--- src/rtl/tone_pkg.sv ---
// rtl/tone_pkg.sv - shared note codes, FSM encoding and half-period helper for tone_synth
package tone_pkg;

  // Note codes as presented by the keyboard/switch decoder
  localparam logic [2:0] NOTE_REST = 3'd0;
  localparam logic [2:0] NOTE_C    = 3'd1;
  localparam logic [2:0] NOTE_D    = 3'd2;
  localparam logic [2:0] NOTE_E    = 3'd3;
  localparam logic [2:0] NOTE_F    = 3'd4;
  localparam logic [2:0] NOTE_G    = 3'd5;
  localparam logic [2:0] NOTE_A    = 3'd6;
  localparam logic [2:0] NOTE_B    = 3'd7;

  typedef enum logic [1:0] {
    ST_IDLE    = 2'd0,
    ST_PLAY    = 2'd1,
    ST_RELEASE = 2'd2
  } state_t;

  // Octave-0 frequencies in Hz; entry 0 (rest) is never used for timing
  localparam int BASE_HZ [0:7] = '{0, 33, 37, 41, 44, 49, 55, 62};

  // Octave-0 half-period in clk cycles, floor division, never below 1
  function automatic int hp_base(input int clk_hz, input logic [2:0] note);
    int hp;
    if (note == NOTE_REST) return 1;
    hp = clk_hz / (2 * BASE_HZ[note]);
    if (hp < 1) hp = 1;
    return hp;
  endfunction

endpackage

--- src/rtl/tone_divider.sv ---
// rtl/tone_divider.sv - phase-continuous square-wave divider for one note/octave
//   clk      : system clock
//   rst      : synchronous active-high reset
//   run      : advance the half-period counter (PLAY / RELEASE)
//   load_now : start a fresh tone from note/octave (IDLE -> PLAY)
//   note     : current note code, 0 = rest
//   octave   : current octave select
//   square   : square-wave output
module tone_divider
  import tone_pkg::*;
#(
  parameter int CLK_HZ = 100000000,
  parameter int OCT_W  = 3,
  parameter int HP_W   = 22
) (
  input  logic             clk,
  input  logic             rst,
  input  logic             run,
  input  logic             load_now,
  input  logic [2:0]       note,
  input  logic [OCT_W-1:0] octave,
  output logic             square
);

  // Elaboration-time table; runtime octave scaling is a shift only
  localparam logic [HP_W-1:0] HP_TAB [0:7] = '{
    HP_W'(hp_base(CLK_HZ, NOTE_REST)),
    HP_W'(hp_base(CLK_HZ, NOTE_C)),
    HP_W'(hp_base(CLK_HZ, NOTE_D)),
    HP_W'(hp_base(CLK_HZ, NOTE_E)),
    HP_W'(hp_base(CLK_HZ, NOTE_F)),
    HP_W'(hp_base(CLK_HZ, NOTE_G)),
    HP_W'(hp_base(CLK_HZ, NOTE_A)),
    HP_W'(hp_base(CLK_HZ, NOTE_B))
  };

  logic [HP_W-1:0]  r_hp_cnt;
  logic [2:0]       r_note;
  logic [OCT_W-1:0] r_oct;
  logic             r_square;

  logic             w_take_new;
  logic [2:0]       w_note_sel;
  logic [OCT_W-1:0] w_oct_sel;
  logic [HP_W-1:0]  w_hp;
  logic [HP_W-1:0]  w_hp_m1;

  // New note/octave is adopted only at start or at a half-period boundary,
  // so a mid-period change never produces a runt half
  assign w_take_new = load_now | ((r_hp_cnt == '0) & (note != NOTE_REST));
  assign w_note_sel = w_take_new ? note : r_note;
  assign w_oct_sel  = w_take_new ? octave : r_oct;
  assign w_hp       = HP_TAB[w_note_sel] >> w_oct_sel;
  // Shifted-out high octaves clamp to HP=1 (toggle every cycle)
  assign w_hp_m1    = (w_hp == '0) ? '0 : w_hp - HP_W'(1);

  always_ff @(posedge clk) begin
    if (rst) begin
      r_hp_cnt <= '0;
      r_note   <= NOTE_REST;
      r_oct    <= '0;
      r_square <= 1'b0;
    end else if (load_now) begin
      r_note   <= note;
      r_oct    <= octave;
      r_square <= 1'b1;
      r_hp_cnt <= w_hp_m1;
    end else if (run) begin
      if (r_hp_cnt == '0) begin
        r_square <= ~r_square;
        r_hp_cnt <= w_hp_m1;
        if (w_take_new) begin
          r_note <= note;
          r_oct  <= octave;
        end
      end else begin
        r_hp_cnt <= r_hp_cnt - HP_W'(1);
      end
    end else begin
      r_square <= 1'b0;
      r_hp_cnt <= '0;
    end
  end

  assign square = r_square;

endmodule

--- src/rtl/tone_synth.sv ---
// rtl/tone_synth.sv - square-wave tone synthesiser with PWM volume and release envelope
//   clk     : system clock
//   rst     : synchronous active-high reset
//   note    : 0 = key up, 1..7 = C..B
//   octave  : octave select, 0 = lowest
//   volume  : held-key level, 0 = silent
//   AIN     : registered PWM-gated square wave
//   GAIN    : constant GAIN_SEL
//   NC      : constant 0
//   ACTIVE  : registered, high whenever not idle
//   playing : registered, high while a key is held
module tone_synth
  import tone_pkg::*;
#(
  parameter int   CLK_HZ    = 100000000,
  parameter int   OCT_W     = 3,
  parameter int   VOL_W     = 4,
  parameter int   DECAY_CYC = 1562500,
  parameter logic GAIN_SEL  = 1'b1,
  parameter int   HP_W      = 22
) (
  input  logic             clk,
  input  logic             rst,
  input  logic [2:0]       note,
  input  logic [OCT_W-1:0] octave,
  input  logic [VOL_W-1:0] volume,
  output logic             AIN,
  output logic             GAIN,
  output logic             NC,
  output logic             ACTIVE,
  output logic             playing
);

  localparam int              DC_W      = (DECAY_CYC > 1) ? $clog2(DECAY_CYC) : 1;
  localparam logic [DC_W-1:0] DECAY_RLD = DC_W'(DECAY_CYC - 1);

  state_t           r_state;
  logic [VOL_W-1:0] r_level;
  logic [VOL_W-1:0] r_pwm_cnt;
  logic [DC_W-1:0]  r_decay_cnt;
  logic             r_ain;
  logic             r_active;
  logic             r_playing;

  logic             w_square;
  logic             w_key_down;
  logic             w_load_now;
  logic             w_run;

  assign w_key_down = (note != NOTE_REST);
  assign w_load_now = (r_state == ST_IDLE) & w_key_down;
  // The divider keeps running through release until the envelope empties;
  // a re-press at level 0 wins over the return to idle
  assign w_run = (r_state == ST_PLAY) |
                 ((r_state == ST_RELEASE) & (w_key_down | (r_level != '0)));

  tone_divider #(
    .CLK_HZ (CLK_HZ),
    .OCT_W  (OCT_W),
    .HP_W   (HP_W)
  ) u_divider (
    .clk      (clk),
    .rst      (rst),
    .run      (w_run),
    .load_now (w_load_now),
    .note     (note),
    .octave   (octave),
    .square   (w_square)
  );

  always_ff @(posedge clk) begin
    if (rst) begin
      r_state     <= ST_IDLE;
      r_level     <= '0;
      r_decay_cnt <= '0;
      r_active    <= 1'b0;
      r_playing   <= 1'b0;
    end else begin
      case (r_state)
        ST_IDLE: begin
          if (w_key_down) begin
            r_state   <= ST_PLAY;
            r_level   <= volume;
            r_active  <= 1'b1;
            r_playing <= 1'b1;
          end
        end
        ST_PLAY: begin
          if (w_key_down) begin
            r_level <= volume;
          end else begin
            // Level holds its last held-key value as the start of the decay
            r_state     <= ST_RELEASE;
            r_decay_cnt <= DECAY_RLD;
            r_playing   <= 1'b0;
          end
        end
        ST_RELEASE: begin
          if (w_key_down) begin
            r_state   <= ST_PLAY;
            r_level   <= volume;
            r_playing <= 1'b1;
          end else if (r_level == '0) begin
            r_state  <= ST_IDLE;
            r_active <= 1'b0;
          end else if (r_decay_cnt == '0) begin
            r_level     <= r_level - VOL_W'(1);
            r_decay_cnt <= DECAY_RLD;
          end else begin
            r_decay_cnt <= r_decay_cnt - DC_W'(1);
          end
        end
        default: begin
          r_state   <= ST_IDLE;
          r_active  <= 1'b0;
          r_playing <= 1'b0;
        end
      endcase
    end
  end

  // Free-running PWM compare; level 2^VOL_W-1 leaves one low slot per frame
  always_ff @(posedge clk) begin
    if (rst) begin
      r_pwm_cnt <= '0;
      r_ain     <= 1'b0;
    end else begin
      r_pwm_cnt <= r_pwm_cnt + VOL_W'(1);
      r_ain     <= w_square & (r_pwm_cnt < r_level);
    end
  end

  assign AIN     = r_ain;
  assign GAIN    = GAIN_SEL;
  assign NC      = 1'b0;
  assign ACTIVE  = r_active;
  assign playing = r_playing;

endmodule

--- config.mk ---
export PLATFORM = sky130hd
export DESIGN_NAME = tone_synth
export DESIGN_NICKNAME = d
export VERILOG_FILES = /design/src/rtl/tone_pkg.sv /design/src/rtl/tone_divider.sv /design/src/rtl/tone_synth.sv
export SDC_FILE = /design/constraint.sdc
export NUM_CORES = 1
export LEC_CHECK = 0
export CAP_MARGIN = 25
export CELL_PAD_IN_SITES_DETAIL_PLACEMENT = 0
export CELL_PAD_IN_SITES_GLOBAL_PLACEMENT = 1
export CORE_ASPECT_RATIO = 1.2
export CORE_MARGIN = 2
export CORE_UTILIZATION = 40
export DETAILED_ROUTE_END_ITERATION = 16
export PLACE_DENSITY = 0.73
export SYNTH_ARGS = -nofsm -noshare
export SYNTH_HDL_FRONTEND = slang
export SYNTH_SLANG_ARGS = --single-unit
--- constraint.sdc ---
create_clock -name clk -period 8.6 [get_ports clk]
set_clock_uncertainty 0.05 [all_clocks]
set_input_delay 2.58 -clock clk [delete_from_list [all_inputs] [get_ports clk]]
set_output_delay 2.58 -clock clk [all_outputs]
set_load 0.05 [all_outputs]
After elaboration in Yosys (flattened, before gate mapping)
Memory sizes are Yosys's and may differ from the RTL's.
Index checks and enable logic that the tools add are counted.
W data, S select, Z words.

word-level totals
  bits in registers = 63
  ROM bits = 176
  input port bits = 12
  output and inout port bits = 5
  word-level logic and storage cells = 100
  memories = 1

memories
  memory           depth  bits a word  read ports  clocked after memory_dff  write ports  RTL line            source
  (no name shown)  8      22           1           0                         0            tone_divider.sv:53  assign w_hp = HP_TAB[w_note_sel] >> w_oct_sel;

cells by class
  $add $sub $neg = 5
  magnitude comparators = 2
  eq/ne operators = 13
  shift-type cells = 1
  muxes and demuxes = 38
  bitwise gates (word level) = 10
  reductions and logical operators = 19

operator list
  cell                     count
  $mux W22                 6
  $mux W21                 4
  $logic_not A22 Y1        2
  $sub A22 B1 Y22 const B  2
  $pmux W21 S2             1
  $mux W3                  8
  $shr A22 B3 Y22          1
  $logic_not A21 Y1        1
  $sub A21 B1 Y21 const B  1
  $mux W4                  4
  $reduce_and A4 Y1        3
  $mux W2                  4
  $ne A2 B2 Y1 const B     4
  $pmux W4 S2              1
  $reduce_bool A2 Y1       4
  $mux W1                  7
  $ne A2 B1 Y1 const B     3
  $ne A3 B2 Y1 const B     2
  $ne A3 B3 Y1 const B     2
  $pmux W2 S3              1
  $add A4 B1 Y4 const B    1
  $and A1 B1 Y1            4
  $ge A4 B4 Y1 const B     1
  $logic_not A4 Y1         1
  other kinds (15)         20

Logic depth before layout (Yosys ltp)
Gate-level depths: netlist of the first run.

  word-level depth = 14
  mapped depth = 24
  gate-level depth less buffers = 22

Modules after synthesis
From an unflattened synthesis of the first run, not the netlist that was laid out.

second synthesis, totals
  cell total of the unflattened synthesis = 942
  area, all modules = 6,885.4 um^2

modules (own cells, without submodules)
  module        times used  cells each  area an instance (um^2)  seq. area each (um^2)
  tone_divider  1           690         4,877.2                  580.6
  tone_synth    1           252         2,008.2                  680.7

Worst setup path after synthesis of the first run
No wires, ideal clock.

  path kind = input port to flip-flop
  from = input port note[1]
  to = register u_divider.r_hp_cnt[14]
  arrival time = 6.974 ns
  path slack = 1.442 ns
  stages on the path = 22
  path buffers = 2
  cells stage by stage = buf_2 -> or3_4 -> nand2_2 -> buf_4 -> nand2_1 -> o221ai_2 -> inv_2 -> ha_1 -> or3_1 -> a211oi_1 -> a211oi_4 -> a21oi_1 -> a211oi_1 -> a211o_1 -> inv_1 -> ha_1 -> o311ai_1 -> a21oi_2 -> o211ai_4 -> a2111oi_4 -> xor2_1 -> o22ai_1

on the way
  word-level cells in the longest chain between the ends = 14
  elaborated cells between the ends (all ways) = 20
  classes of those cells = 1 x add/sub; 1 x shift; 8 x mux; 7 x bitwise; 2 x reduce/logical; 1 x memory

ends and longest elaborated chain
  element                                                      RTL line                              source
  start, declared                                              tone_synth.sv:24                      input logic [2:0] note,
  $reduce_bool A3 Y1                                           tone_divider.sv:50, tone_synth.sv:50
  $and A1 B1 Y1, on equally long branches                      tone_synth.sv:51, tone_divider.sv:50
  $or A1 B1 Y1                                                 tone_divider.sv:50                    assign w_take_new = load_now | ((r_hp_cnt == '0) & (note != NOTE_REST));
  $mux W3                                                      n/a
  $not A3 Y4 (not written as such)                             tone_divider.sv:53
  $mem_v2 Z8 W22                                               n/a
  $mux W22 (not written as such) (2 in a row)                  tone_divider.sv:53
  $shr A22 B3 Y22                                              tone_divider.sv:53
  $sub A22 B1 Y22 / $logic_not A22 Y1 (equally long branches)  tone_divider.sv:55                    assign w_hp_m1 = (w_hp == '0) ? '0 : w_hp - HP_W'(1);
  $mux W22                                                     tone_divider.sv:55
  $mux W22                                                     tone_divider.sv:69                    if (r_hp_cnt == '0) begin
  $mux W22                                                     tone_divider.sv:68                    end else if (run) begin
  $mux W22 *                                                   tone_divider.sv:63                    end else if (load_now) begin
  end signal, assigned                                         tone_divider.sv:67                    r_hp_cnt <= w_hp_m1;
  end signal, assigned                                         tone_divider.sv:71                    r_hp_cnt <= w_hp_m1;
  end signal, assigned                                         tone_divider.sv:77                    r_hp_cnt <= r_hp_cnt - HP_W'(1);
  end, declared                                                tone_divider.sv:37                    logic [HP_W-1:0] r_hp_cnt;

Every way passes the cells marked *; elsewhere a longest branch is shown, timed or not. The select of a mux whose other input is x is not followed.
A chain may end at the register's enable or synchronous reset.

Worst setup path after layout of the first run
  from = input port note[1]
  to = register u_divider.r_hp_cnt[12]

The elaborated chain is that of the path after synthesis.

==> results of run 1 <==
[flip-flops by register name (all words and copies together), names as in the netlist, 2 cells and up]
register	count
u_divider.r_note	3
r_state	2
r_level	4
r_pwm_cnt	4
r_decay_cnt	21
u_divider.r_hp_cnt	22
u_divider.r_oct	3
[stage by stage]
stage,setup WS (ps),area [um^2],utilization [%],hold slack (ps),instances
global route,339,6680,44.6,445,1014
global placement,590,6370,42.6,393,996
floorplan,1440,6100,-,377,814
CTS,752,6670,44.6,426,1013
detailed placement,417,6370,42.6,413,997
finish,634,6680,44.6,422,1014
[routing by layer]
layer / track usage, % / wire length, um / part of all wire, % / up-vias
met5: 0 / 0 / 0 / -
met4: 11.7 / 798 / 3.8 / 0
met3: 3.79 / 1250 / 5.9 / 55
met2: 42.8 / 10000 / 47 / 278
met1: 35.1 / 9170 / 43 / 3012
li1: - / - / - / 3054
[cell usage after synthesis, types with 5 or more instances]
library cell,count,share of area (%)
nor2_1,88,5.4
nand2_1,71,4.4
dfxtp_1,63,21
a21oi_1,58,4.8
o21ai_0,32,2.6
nand3_1,29,2.4
nor3_1,29,2.4
xnor2_1,27,3.9
clkbuf_1,24,1.5
inv_1,24,1.5
o211ai_1,22,2.7
a211oi_1,21,2.6
buf_2,17,1.4
xor2_1,17,2.4
a31oi_1,16,1.6
ha_1,16,3.3
o22ai_1,15,1.5
or3_1,14,1.4
mux2i_1,11,1.8
a311oi_1,10,1.4
and3_1,10,1.0
nor4_1,10,1.0
nor2b_1,9,0.92
and2_1,8,0.82
buf_4,8,0.98
a211o_1,7,1.0
mux2_2,7,1.3
nand4_1,7,0.72
a21o_1,6,0.74
nand2b_1,6,0.61
nor3b_1,6,0.74
a221oi_1,5,0.72
a32oi_1,5,0.72
o21a_1,5,0.61
o21ai_1,5,0.41
o21ai_2,5,0.72
o31ai_1,5,0.61
[layout make-up]
cell class                      instances  area (um^2)  area share, %
Clock buffer                            9          225           3.37
Multi-Input combinational cell        674         4500           67.3
Tap cell                              204          255           3.82
Clock inverter                          7         72.6           1.09
Timing Repair Buffer                   32          273           4.09
Sequential cell                        63         1260           18.9
Inverter                               25         93.8           1.41
[how the worst min path moves through the flow]
stage	to	slack (ps)	from
global placement	r_pwm_cnt[0]	390	r_pwm_cnt[0]
floorplan	r_pwm_cnt[0]	380	r_pwm_cnt[0]
global route	r_decay_cnt[20]	440	r_decay_cnt[20]
finish	r_pwm_cnt[0]	420	r_pwm_cnt[0]
CTS	r_pwm_cnt[0]	430	r_pwm_cnt[0]
detailed placement	r_pwm_cnt[0]	410	r_pwm_cnt[0]
[cell families (layout without fill, tap and decap cells)]
family	Yosys count	in the layout
flops	63	63
xor+xnor	44	44
buf+inv	77	73
mux	19	19
other cells	2	2
simple gates	312	312
fa+ha+maj	16	16
compound gates	281	281
[power by group]
group | switching [mW] | internal [mW] | total (mW)
sequential | 0.0690 | 0.347 | 0.416
clock | 0.145 | 0.225 | 0.370
combinational | 1.23 | 0.651 | 1.88
total | 1.44 | 1.22 | 2.66
[critical path, delay by kind of cell]
| family | cells | cell delay [ps] |
|---|---|---|
| and+or+nand+nor | 7 | 2390 |
| adders and majority gates | 2 | 500 |
| AOI/OAI and AO/OA | 8 | 1950 |
| buffers and inverters | 3 | 660 |
==> flow_metrics.tcl, run 1 <==
set metrics [dict create \
    status "complete, no violations" \
    yosys_warnings 0 \
    fmaxAchievable_mhz 126 \
    min_period_ps 7970 \
    hold_depth 1 \
    viasPerCell 6.31 \
    drt_iter0_markers 647 \
    rr_endpoint "u_divider.r_hp_cnt[12]" \
    synthSimpleGateAreaFrac_pct 26.0 \
    post-route-period-util_pct 92.6 \
    layout_common_cells "88 x nor2_1, 71 x nand2_1, 63 x dfxtp_1, 58 x a21oi_1, 32 x o21ai_0" \
    crit_end "u_divider.r_hp_cnt[12]" \
    hold_viol 0 \
    cts.sink_count 63 \
    grt_pass1_vias 6323 \
    io_buffers 14 \
    crit_fanout 13 \
    path_clk_slew_ps 60 \
    cp-start-kind "input port" \
    syn2layout_area_growth_pct 9.37 \
    globalplace.congestion 0.952 \
    ys_seq_area_share_pct 20.7 \
    cap_violations 0 \
    synth_top_family_by_area "compound AO/OA/AOI/OAI gates" \
    synth_cell_types 98 \
    wl_per_cell_um 21.0 \
    finalSetupTns_ps 0 \
    nets 833 \
    first_pass_iters 6 \
    synth_edf_count 0 \
    syn-cell-area_mm2 0.00610 \
    r2r_slack_ps 1630 \
    grt_max_degree 37 \
    numCtsBuffers 9 \
    rsz0062_at_grt "false" \
    synth-xor-area-share_pct 6.31 \
    mostFrequentLayoutCell "nor2_1" \
    drt-total-wl_mm 21.3 \
    tightest_slew_ps 1010 \
    tritoncts "done" \
    initial_core_util_pct 40.8 \
    post-dp-hpwl_mm 15.9 \
    power_density_mw_per_mm2 399 \
    grt_first_pass_wirelength_mm 34.1 \
    hold_class "register to register" \
    clock_latency_ps 340 \
    rr_startpoint "u_divider.r_hp_cnt[0]" \
    die_w_um 117 \
    synthArstFlopShare_pct 0 \
    slew_headroom_pct 31.6 \
    synthAdderAreaFrac_pct 3.28 \
    track_usage_pct 26.6 \
    synth.avg_cell_area_um2 7.50 \
    ir_drop_mv 0.232 \
    synthCells 814 \
    reg2reg_depth 20 \
    drv_slew 0 \
    power.total_mw 2.66 \
    io_pins 17 \
    cts.root.buffer_cell "clkbuf_16" \
    synth_nets 842 \
    finalSetupViolCount 0 \
    fill_cells 1622 \
    cts_resized 0 \
    drive_gt1_share_pct 10.7 \
    ant_nets 0 \
    p_leak_nw 2.37 \
    post_cts_buffers 0 \
    crit_arrival_ps 8110 \
    dieArea_mm2 0.0163 \
    fp.coreArea_mm2 0.0150 \
    crit_type "input port to register" \
    hold_buffers 0 \
    synth_compound_area_share_pct 34.3 \
    cp-end-kind "register" \
    antenna_found_initial 0 \
    synth-main-ff-cell "dfxtp_1" \
    slowest_delay_ps 480 \
    vias 6399 \
    synth_mux_area_share_pct 3.46 \
    htree_levels 3 \
    grt_remaining_overflow 0 \
    antennaDiodeCount 0 \
    ys_ff_latch 63 \
    crit_required_ps 8750 \
    clock_path_buffers 2 \
    rows 49 \
    cp_slowest_cell "nand2_1" \
    drc 0 \
    crit_chain "clkdlybuf4s50_1 -> or3_4 -> nand2_2 -> nand2_1 -> o221ai_2 -> inv_2 -> ha_1 -> or3_1 -> a211oi_1 -> a211oi_4 -> a21oi_1 -> a211oi_1 -> a211o_1 -> inv_1 -> ha_1 -> o211ai_1 -> nor4b_2 -> nand3_1 -> nand2_1 -> o22ai_1" \
    die_y_um 139 \
    startpoint "note[1]" \
]
(Power assumes the default switching activity.)
==> run 2, diff against run 1 <==
- CORE_MARGIN: 2 -> unset
==> run 2 against run 1 <==
Effect of this change: combinational power down 2%; cell count shrank 0.30%; worst setup slack improved by 110 ps; highest routed layer unchanged; critical path depth is the same; die area fell by 3.1%; wire length decreased by 5.0%.
==> flow_metrics.tcl, run 2 (synthesized netlist as in run 1, its figures left out) <==
set metrics [dict create \
    cts.root.buffer_cell "clkbuf_16" \
    rr_endpoint "u_divider.r_hp_cnt[10]" \
    hold_buffers 0 \
    vias 6382 \
    numCtsBuffers 9 \
    dieArea_mm2 0.0158 \
    path_clk_slew_ps 60 \
    syn2layout_area_growth_pct 9.31 \
    holdCritStartpoint "r_pwm_cnt[0]" \
    wl_per_cell_um 20.0 \
    finalSetupViolCount 0 \
    cap_violations 0 \
    largest_registers "u_divider.r_hp_cnt x22, r_decay_cnt x21" \
    drv_slew 0 \
    mostFrequentLayoutCell "nor2_1" \
    cts_resized 0 \
    grt_first_pass_wirelength_mm 31.8 \
    fmaxAchievable_mhz 127 \
    drc 0 \
    r2r_slack_ps 1950 \
    fill_cells 1567 \
    p_leak_nw 2.36 \
    reg2reg_depth 20 \
    globalplace.congestion 0.958 \
    first_pass_iters 5 \
    hold_viol 0 \
    slew_headroom_pct 27.6 \
    finalSetupTns_ps 0 \
    crit_end "u_divider.r_hp_cnt[10]" \
    grt_pass1_vias 5984 \
    power.total_mw 2.64 \
    rows 49 \
    drive_gt1_share_pct 10.4 \
    startpoint "note[1]" \
    antenna_found_initial 0 \
    nets 830 \
    crit_required_ps 8750 \
    min_period_ps 7860 \
    drt_iter0_markers 682 \
    clock_path_buffers 2 \
    die_w_um 115 \
    crit_arrival_ps 8000 \
    io_buffers 14 \
    status "complete, no violations" \
    fp.coreArea_mm2 0.0150 \
    htree_levels 3 \
    track_usage_pct 26.2 \
    die_y_um 137 \
    grt_remaining_overflow 0 \
    antennaDiodeCount 0 \
    largest_register "u_divider.r_hp_cnt" \
    cp-end-kind "register" \
    grt_max_degree 37 \
    rsz0062_at_grt "false" \
    hold_class "register to register" \
    fin_util_pct 44.6 \
    cp-start-kind "input port" \
    drt-total-wl_mm 20.2 \
    layout_common_cells "88 x nor2_1, 71 x nand2_1, 63 x dfxtp_1, 58 x a21oi_1, 32 x o21ai_0" \
    largest_reg_flops 22 \
    post_cts_buffers 0 \
    post-route-period-util_pct 91.3 \
    ant_nets 0 \
    rr_startpoint "u_divider.r_hp_cnt[0]" \
    clock_latency_ps 340 \
    viasPerCell 6.31 \
    cts.sink_count 63 \
    post-dp-hpwl_mm 15.2 \
    initial_core_util_pct 40.8 \
    crit_fanout 13 \
    power_density_mw_per_mm2 396 \
    crit_type "input port to register" \
    io_pins 17 \
    ir_drop_mv 0.206 \
    tritoncts "done" \
    tightest_slew_ps 1090 \
]
-- run 2: cell types whose count changed in the layout (fill, tap and decap cells not counted), sizes merged --
cell      delta
clkbuf       +2
clkinvlp     -1
buf          -3
clkinv       -2
inv          +1
-- run 2: power breakdown --
group | internal (mW) | switching [mW] | total, mW | leakage (nW)
clock network | 0.243 | 0.140 | 0.383 | 0.153
logic | 0.647 | 1.20 | 1.84 | 1.70
registers | 0.347 | 0.0671 | 0.414 | 0.516
-- run 2: how the worst min path moves through the flow --
| stage | end | slack [ps] | cells past startpoint |
|---|---|---|---|
| 2_1_floorplan | r_pwm_cnt[0] | 380 | 1 |
| 3_3_place_gp | r_pwm_cnt[0] | 390 | 1 |
| 3_5_place_dp | r_pwm_cnt[0] | 410 | 1 |
| 4_1_cts | r_decay_cnt[20] | 420 | 1 |
| 5_1_grt | r_pwm_cnt[0] | 460 | 1 |
| 6_report | r_pwm_cnt[0] | 420 | 1 |
-- run 2: final cells by class --
class / count / area, um^2 / area share (%)
Clock buffer: 11 / 253 / 3.79
Inverter: 25 / 93.8 / 1.41
Sequential cell: 63 / 1260 / 18.9
Timing Repair Buffer: 29 / 250 / 3.75
Multi-Input combinational cell: 674 / 4500 / 67.4
Tap cell: 204 / 255 / 3.83
Clock inverter: 5 / 63.8 / 0.956
-- run 2: metrics by stage --
| step | instance area, um^2 | hold slack (ps) | setup WS [ps] | std cells |
|---|---|---|---|---|
| 4_1_cts | 6670 | 423 | 838 | 1011 |
| 3_3_place_gp | 6350 | 389 | 600 | 994 |
| 3_5_place_dp | 6360 | 411 | 464 | 995 |
| 6_report | 6670 | 418 | 745 | 1011 |
| 2_1_floorplan | 6100 | 377 | 1440 | 814 |
| 5_1_grt | 6670 | 456 | 512 | 1011 |
-- run 2: worst max-delay path, cell delays in order --
cell and delay [ps]:
clkdlybuf4s50_1 420, or3_4 440, nand2_2 240, nand2_1 110, o221ai_2 580, inv_2 160
ha_1 290, or3_1 370, a211oi_1 450, a211oi_4 90, a21oi_1 180, a211oi_1 120
a211o_1 420, inv_1 80, ha_1 220, o211ai_1 130, nor4b_2 300, nand3_1 270
nand2_1 390, o22ai_1 160
-- run 2: layer usage --
metal	part of all wire [%]	global-route usage, %	up-vias
met5	0	0	-
met4	4.1	14.3	0
met3	5.3	4.71	61
met2	47	43.4	242
met1	44	32.1	3035
li1	-	-	3044
